$ cat src/rtl/spi_cmd_arbiter.sv
// rtl/spi_cmd_arbiter.sv - round-robin arbiter sharing one SPI flash command engine
// between two requesters, with read-byte forwarding and a hung-command watchdog.
module spi_cmd_arbiter #(
  parameter int unsigned TIMEOUT_CYC = 1000000,
  parameter logic [3:0]  IDLE_TYPE   = 4'b0000
) (
  input  logic        CLK,
  input  logic        RSTn,
  input  logic        a_req,
  input  logic [3:0]  a_type,
  input  logic [7:0]  a_cmd,
  input  logic [23:0] a_addr,
  output logic        a_gnt,
  output logic        a_done,
  output logic        a_err,
  input  logic        b_req,
  input  logic [3:0]  b_type,
  input  logic [7:0]  b_cmd,
  input  logic [23:0] b_addr,
  output logic        b_gnt,
  output logic        b_done,
  output logic        b_err,
  output logic [7:0]  rd_data,
  output logic        rd_valid_a,
  output logic        rd_valid_b,
  output logic [3:0]  cmd_type,
  output logic [7:0]  flash_cmd,
  output logic [23:0] flash_addr,
  input  logic        Done_Sig,
  input  logic [7:0]  mydata_o,
  input  logic        myvalid_o
);

  localparam int TW = $clog2(TIMEOUT_CYC) + 1;
  localparam logic [TW-1:0] T_LAST = TW'(TIMEOUT_CYC - 1);

  typedef enum logic [1:0] {S_IDLE, S_ISSUE, S_WAIT, S_RELEASE} state_t;

  state_t        state;
  logic          port;   // port being served: 0 = A, 1 = B
  logic          last;   // port served most recently: 0 = A, 1 = B
  logic [TW-1:0] timer;

  always_ff @(posedge CLK or negedge RSTn) begin
    if (!RSTn) begin
      state      <= S_IDLE;
      port       <= 1'b0;
      last       <= 1'b1;
      timer      <= '0;
      a_gnt      <= 1'b0;
      b_gnt      <= 1'b0;
      a_done     <= 1'b0;
      b_done     <= 1'b0;
      a_err      <= 1'b0;
      b_err      <= 1'b0;
      rd_data    <= 8'h00;
      rd_valid_a <= 1'b0;
      rd_valid_b <= 1'b0;
      cmd_type   <= IDLE_TYPE;
      flash_cmd  <= 8'h00;
      flash_addr <= 24'h000000;
    end else begin
      a_done     <= 1'b0;
      b_done     <= 1'b0;
      a_err      <= 1'b0;
      b_err      <= 1'b0;
      rd_valid_a <= 1'b0;
      rd_valid_b <= 1'b0;

      // Engine read bytes only belong to a command while it is in flight.
      if (state == S_ISSUE || state == S_WAIT) begin
        if (myvalid_o) rd_data <= mydata_o;
        rd_valid_a <= myvalid_o & ~port;
        rd_valid_b <= myvalid_o & port;
      end

      case (state)
        S_IDLE: begin
          if (a_req || b_req) begin
            if (a_req && (!b_req || last)) begin
              port       <= 1'b0;
              cmd_type   <= a_type;
              flash_cmd  <= a_cmd;
              flash_addr <= a_addr;
              a_gnt      <= 1'b1;
            end else begin
              port       <= 1'b1;
              cmd_type   <= b_type;
              flash_cmd  <= b_cmd;
              flash_addr <= b_addr;
              b_gnt      <= 1'b1;
            end
            state <= S_ISSUE;
          end
        end
        S_ISSUE: begin
          timer <= '0;
          state <= S_WAIT;
        end
        S_WAIT: begin
          if (Done_Sig || timer == T_LAST) begin
            if (Done_Sig) begin
              a_done <= ~port;
              b_done <= port;
            end else begin
              a_err <= ~port;
              b_err <= port;
            end
            cmd_type <= IDLE_TYPE;
            a_gnt    <= 1'b0;
            b_gnt    <= 1'b0;
            last     <= port;
            state    <= S_RELEASE;
          end else if (timer != '1) begin
            timer <= timer + TW'(1);
          end
        end
        S_RELEASE: begin
          // A stretched Done_Sig must not complete the next command.
          if (!Done_Sig) state <= S_IDLE;
        end
        default: state <= S_IDLE;
      endcase
    end
  end

endmodule
$ cat config.mk
export PLATFORM = sky130hd
export DESIGN_NAME = spi_cmd_arbiter
export DESIGN_NICKNAME = d
export VERILOG_FILES = /design/src/rtl/spi_cmd_arbiter.sv
export SDC_FILE = /design/constraint.sdc
export NUM_CORES = 1
export LEC_CHECK = 0
export ABC_AREA = 1
export BUFFER_PORTS_ARGS = -buffer_cell sky130_fd_sc_hd__buf_2
export CAP_MARGIN = 40
export CORE_ASPECT_RATIO = 0.6
export CORE_MARGIN = 2
export CORE_UTILIZATION = 45
export CTS_CLUSTER_SIZE = 20
export DETAILED_ROUTE_END_ITERATION = 8
export PLACE_DENSITY = 0.73
export SETUP_SLACK_MARGIN = 0.05
export SLEW_MARGIN = 0
export SYNTH_ARGS = -nofsm -noshare
export SYNTH_HDL_FRONTEND = slang
export SYNTH_SLANG_ARGS = --single-unit
$ cat constraint.sdc
create_clock -name CLK -period 1.6 [get_ports CLK]
set_clock_uncertainty 0.1 [all_clocks]
set_input_delay 0.16 -clock CLK [delete_from_list [all_inputs] [get_ports CLK]]
set_output_delay 0.16 -clock CLK [all_outputs]
set_load 0.01 [all_outputs]
# Word level (Yosys, flattened, before mapping)
# Cells that the tools add are included.
# word_totals
register_bits	77
inputBits	86
output_inout_bits	52
elab_cells	84
# classes
add_sub_neg	1
eq_ne	12
mux	35
n_bitwise	3
reduce_logical	17
# ops
operator	count
$mux 21	2
$pmux 21 s2	1
$mux 24	1
$add 21x1->21 const B	1
$eq 21x20->1 const B	1
$ne 21x21->1 const B	1
$mux 1	20
$mux 4	3
$ne 2x2->1 const B	5
$reduce_and 3->1	3
$mux 8	1
$pmux 2 s4	1
$pmux 4 s2	1
$reduce_and 4->1	2
$mux 2	3
$reduce_and 2->1	3
$eq 2x2->1 const B	2
$logic_or 1x1->1	4
$ne 2x1->1 const B	2
$pmux 1 s2	2
$reduce_bool 2->1	2
$and 1x1->1	2
$eq 2x1->1 const B	1
$logic_not 2->1	1
other kinds (3)	3

# Depth between registers and ports, before layout
# logic_depth
ltp_word	6
depth_mapped	11
ltp_nobuf	10

# Least setup slack after synthesis
# Ideal clock, no wire load.
# synth_path
kind	reg2reg
start	register state[0]
end	register flash_addr[23]
setup_ps	126
arrival_time_ps	1454
required_ps	1374
setup_slack_ps	-80
path_stages_with_launch	9
n_path_buf	1
synth_period_minus_slack_ps	1680
path_cell_list	dfrtp_1 inv_1 ha_1 inv_1 a21oi_1 inv_1 clkbuf_1 nand2_1 o21ai_0
# synth_via
elab_chain_len	2
# synth_lines
item	line	text
from (decl)	39	state_t state;
from (signal assigned)	46	state <= S_IDLE;
from (signal assigned)	93	state <= S_ISSUE;
from (signal assigned)	98	state <= S_WAIT;
$logic_not 2->1	77	case (state)
$reduce_and 2->1 (no line)	--	
to (signal assigned)	84	flash_addr <= a_addr;
to (signal assigned)	90	flash_addr <= b_addr;
to (decl)	28	output logic [23:0] flash_addr,
# No other way between the ends.
# A chain may end at the register's enable or synchronous reset.

# Worst setup path after layout
# layout_path
start	register timer[0]
end	register b_gnt
# layout_via
elab_chain_len	4
# layout_lines
item	line	text
from (decl)	42	logic [TW-1:0] timer;
from (signal assigned)	115	timer <= timer + TW'(1);
$eq 21x20->1	101	if (Done_Sig || timer == T_LAST) begin
$logic_or 1x1->1	101	
$ne 2x1->1 (no line)	--	
$reduce_and 4->1 (no line)	--	
to (signal assigned)	51	b_gnt <= 1'b0;
to (signal assigned)	91	b_gnt <= 1'b1;
to (signal assigned)	111	b_gnt <= 1'b0;
to (decl)	20	output logic b_gnt,
# No other way between the ends.

==> qor.json <==
{
  "run_status": {
    "run_status": "finished, violations left",
    "violations": "negative hold slack, negative setup slack"
  },
  "cells_and_area": {
    "layout.core_utilization": 0.787,
    "post_route_cells_drive_above_1_share": 0.516,
    "finish.instance_area_um2": 6700,
    "design.final.nets": 812,
    "insertedDiodeCount": 0,
    "area_delta_synth_final_pct": 69.6
  },
  "sta": {
    "relSlewSlack": 0.685,
    "grt_setup_unrepaired": "yes",
    "fmax_mhz": 541,
    "final.hold.worst_slack_ps": -11.0,
    "layout_worst_path_cycle_share": 1.16,
    "finalHoldViolations": 4,
    "slew_viol_final": 0,
    "final.min_clock_period_ps": 1850,
    "worst_slew_pin_slew_ps": 472,
    "setup_viol": 47,
    "fin_setup_tns_ps": -5470,
    "timing.final.ws_setup_ps": -250
  },
  "global_routing": {
    "groute.layer.met1.usage": 0.431,
    "number_of_antenna_violations_at_the_first_check_in_global_routing": 0,
    "maximum_number_of_pins_on_one_net_before_global_route_repair": 35,
    "groute.layer.met2.usage": 0.470,
    "groute.usage.overall": 0.310,
    "grt_pass1_wl_um": 23400,
    "global_routing_met3_resource_utilization": 0.0765,
    "number_of_global_route_vias_before_repair": 4555,
    "grt_overflow": 0,
    "gr-max-usage-layer": "met2"
  },
  "setup_path": {
    "critPathArrivalTime_ps": 1990,
    "r2r.worst_path.cells": 8,
    "critical_path.reg2reg.endpoint": "b_gnt",
    "crit_fanout": 5,
    "critPathKind": "register to register",
    "reg2reg_from": "timer[0]",
    "cp.required_ps": 1740,
    "worst_setup_path_end_kind": "register",
    "worst-r2r-setup-slack_ps": -250,
    "crit_end": "b_gnt",
    "crit_start": "timer[0]",
    "critPathLaunchType": "register"
  },
  "power": {
    "power.static_leakage_nw": 3.16,
    "post-layout-total-power_mw": 12.5,
    "p_clk_frac": 0.193,
    "combinational_power_share": 0.551,
    "power.ir.vdd_worst_uv": 1230,
    "seq_power_share": 0.257,
    "p_sw_frac": 0.415,
    "internal_power_mw": 7.29,
    "psw_mw": 5.17,
    "power-per-cell-area_nw_per_um2": 1860
  },
  "logic_synthesis": {
    "synth_area_leaders": "sky130_fd_sc_hd__dfrtp_1 48%, sky130_fd_sc_hd__o21ai_0 10%, sky130_fd_sc_hd__nand2_1 10%",
    "synth_cell_type_count": 37,
    "post_synth_top_area_share": 0.481,
    "synth_seq_area_share": 0.488,
    "synth_flop_cell": "sky130_fd_sc_hd__dfrtp_1",
    "ys.warnings.count": 0,
    "yosys.cell_count.top_type": "sky130_fd_sc_hd__nand2_1",
    "postSynthRegisterBits": 77,
    "synth.avg_cell_area_um2": 8.17,
    "post-synth-top-area-cell": "sky130_fd_sc_hd__dfrtp_1",
    "syn_inst": 484,
    "asyncSetResetFlopFracSynth": 1.00,
    "leading_post_synthesis_cells_by_instance_count": "106 x sky130_fd_sc_hd__nand2_1, 81 x sky130_fd_sc_hd__o21ai_0, 76 x sky130_fd_sc_hd__dfrtp_1, 71 x sky130_fd_sc_hd__nor2_1, 25 x sky130_fd_sc_hd__inv_1",
    "syn_area_um2": 3950,
    "synth_enable_flop_cells": 0,
    "synth_fp_nets": 574
  },
  "place": {
    "dp_hpwl_um": 8460,
    "placement.cell_area_um2": 5070,
    "routabilityCongestion": 0.892,
    "io_buffers": 137
  },
  "routing": {
    "detailroute.via_count": 4785,
    "detail_route.vias_per_cell": 5.70,
    "drc_errors": 0,
    "ant_nets": 0,
    "detail_route.wl_per_cell_um": 20.3,
    "drt-initial-drc-count": 526,
    "detailed_route_wire_length_um": 17000,
    "firstDrtPassIters": 5
  },
  "clock_tree": {
    "clk_transition_reported_paths_ps": 60,
    "clk_path_buf_depth": 2,
    "clockRootBuffer": "sky130_fd_sc_hd__clkbuf_16",
    "clk_latency_ps": 350,
    "cts_made_buffers": 9,
    "cts_tree": "done",
    "htree_levels": 3,
    "cts.sink_count": 77
  },
  "die": {
    "rows": 26,
    "fp.coreArea_um2": 8520,
    "die_outline_height_um": 76.6,
    "die_w_um": 125,
    "design.die.area_um2": 9580,
    "floorplan.initialDensity": 0.464,
    "floorplan.io_pins": 138
  },
  "job": {
    "drv_cap": 0
  },
  "hold_path": {
    "hold_path_class": "primary input to register"
  }
}
-- metrics by stage --
| stage | cells | hold WS [ps] | worst slack, ps |
|---|---|---|---|
| global placement | 756 | 36.0 | -81.7 |
| CTS | 832 | 1.10 | -92.0 |
| finish | 839 | -11.0 | -250 |
| global route | 839 | 7.73 | -352 |
| detailed placement | 756 | 41.6 | -153 |
| floorplan | 484 | -236 | 0.381 |
-- placed cells by master (no fill, tap or decap), drive strengths merged --
| cell type | count |
|---|---|
| buf | 205 |
| nand2 | 109 |
| o21ai | 108 |
| dfrtp | 76 |
| nor2 | 75 |
| dlygate4sd3 | 40 |
| nand3 | 28 |
| inv | 26 |
| clkbuf | 12 |
| mux2 | 8 |
| nor3 | 7 |
| a21oi | 5 |
| nand4 | 4 |
| ha | 4 |
| o211ai | 3 |
| bufinv | 3 |
| clkinv | 3 |
| or2 | 2 |
| and2 | 2 |
| nand3b | 1 |
| a21o | 1 |
| a31o | 1 |
| o21bai | 1 |
| o22ai | 1 |
| clkinvlp | 1 |
| dfstp | 1 |
-- routing by layer --
metal	part of all wire	routed length, um
met1	0.39	6560
met2	0.46	7850
met3	0.098	1660
met4	0.055	927
met5	0	0
-- cell type report --
class / instances / area, um^2
Multi-Input combinational cell: 360 / 2310
Sequential cell: 77 / 1930
Timing Repair Buffer: 247 / 1860
Fill cell: 493 / 1820
Clock buffer: 10 / 229
Tap cell: 112 / 140
Inverter: 27 / 116
Clock inverter: 6 / 111
-- power by group through the flow --
stage          Clock, mW  Combinational [mW]  Sequential, mW
2_1_floorplan          0                2.16            3.33
3_3_place_gp           0                3.93            3.05
3_5_place_dp           0                4.05            3.05
4_1_cts             2.39                5.47            3.04
5_1_grt             2.51                7.22            3.26
6_report            2.40                6.86            3.20
-- state kept, by name (all words and copies together), names as in the netlist --
name,count
a_done,1
a_err,1
a_gnt,1
b_done,1
b_err,1
b_gnt,1
cmd_type,4
flash_addr,24
flash_cmd,8
last,1
port,1
rd_data,8
rd_valid_a,1
rd_valid_b,1
state,2
timer,21
-- worst min path at each step --
stage	cells past startpoint	to	slack, ps	start
CTS	3	flash_addr[13]	1	a_addr[13]
floorplan	0	a_done	-240	RSTn
global placement	1	rd_data[7]	40	RSTn
detailed placement	1	rd_data[0]	40	RSTn
finish	3	flash_addr[8]	-10	a_addr[8]
global route	3	flash_cmd[7]	8	a_cmd[7]
-- repair_timing --
| action | in CTS | in global routing |
|---|---|---|
| setup buffers | 12 | 10 |
| pin swaps | 22 | 33 |
| endpoints found under the hold margin | 70 | 0 |
| endpoints found under the setup margin | 71 | 73 |
| resized for setup | 104 | 127 |
| cloned | 8 | 3 |
| hold buffers | 40 | 0 |
-- worst max-delay path, stage by stage (launching register included) --
cell,delay (ps)
sky130_fd_sc_hd__dfrtp_1,400
sky130_fd_sc_hd__ha_4,180
sky130_fd_sc_hd__nand3_4,120
sky130_fd_sc_hd__nor2_4,130
sky130_fd_sc_hd__nand3_2,100
sky130_fd_sc_hd__buf_4,160
sky130_fd_sc_hd__nand3_4,130
sky130_fd_sc_hd__nand3b_1,150
sky130_fd_sc_hd__o21ai_0,270
-- kinds of logic (layout without fill, tap and decap cells) --
family / Yosys count / count (layout) / synth area share
compound gates: 120 / 120 / 0.175
fa+ha+maj: 4 / 4 / 0.0127
buf+inv: 48 / 290 / 0.0547
flops: 77 / 77 / 0.488
mux: 8 / 8 / 0.0228
simple gates: 227 / 228 / 0.247
(Power assumes the default switching activity.)
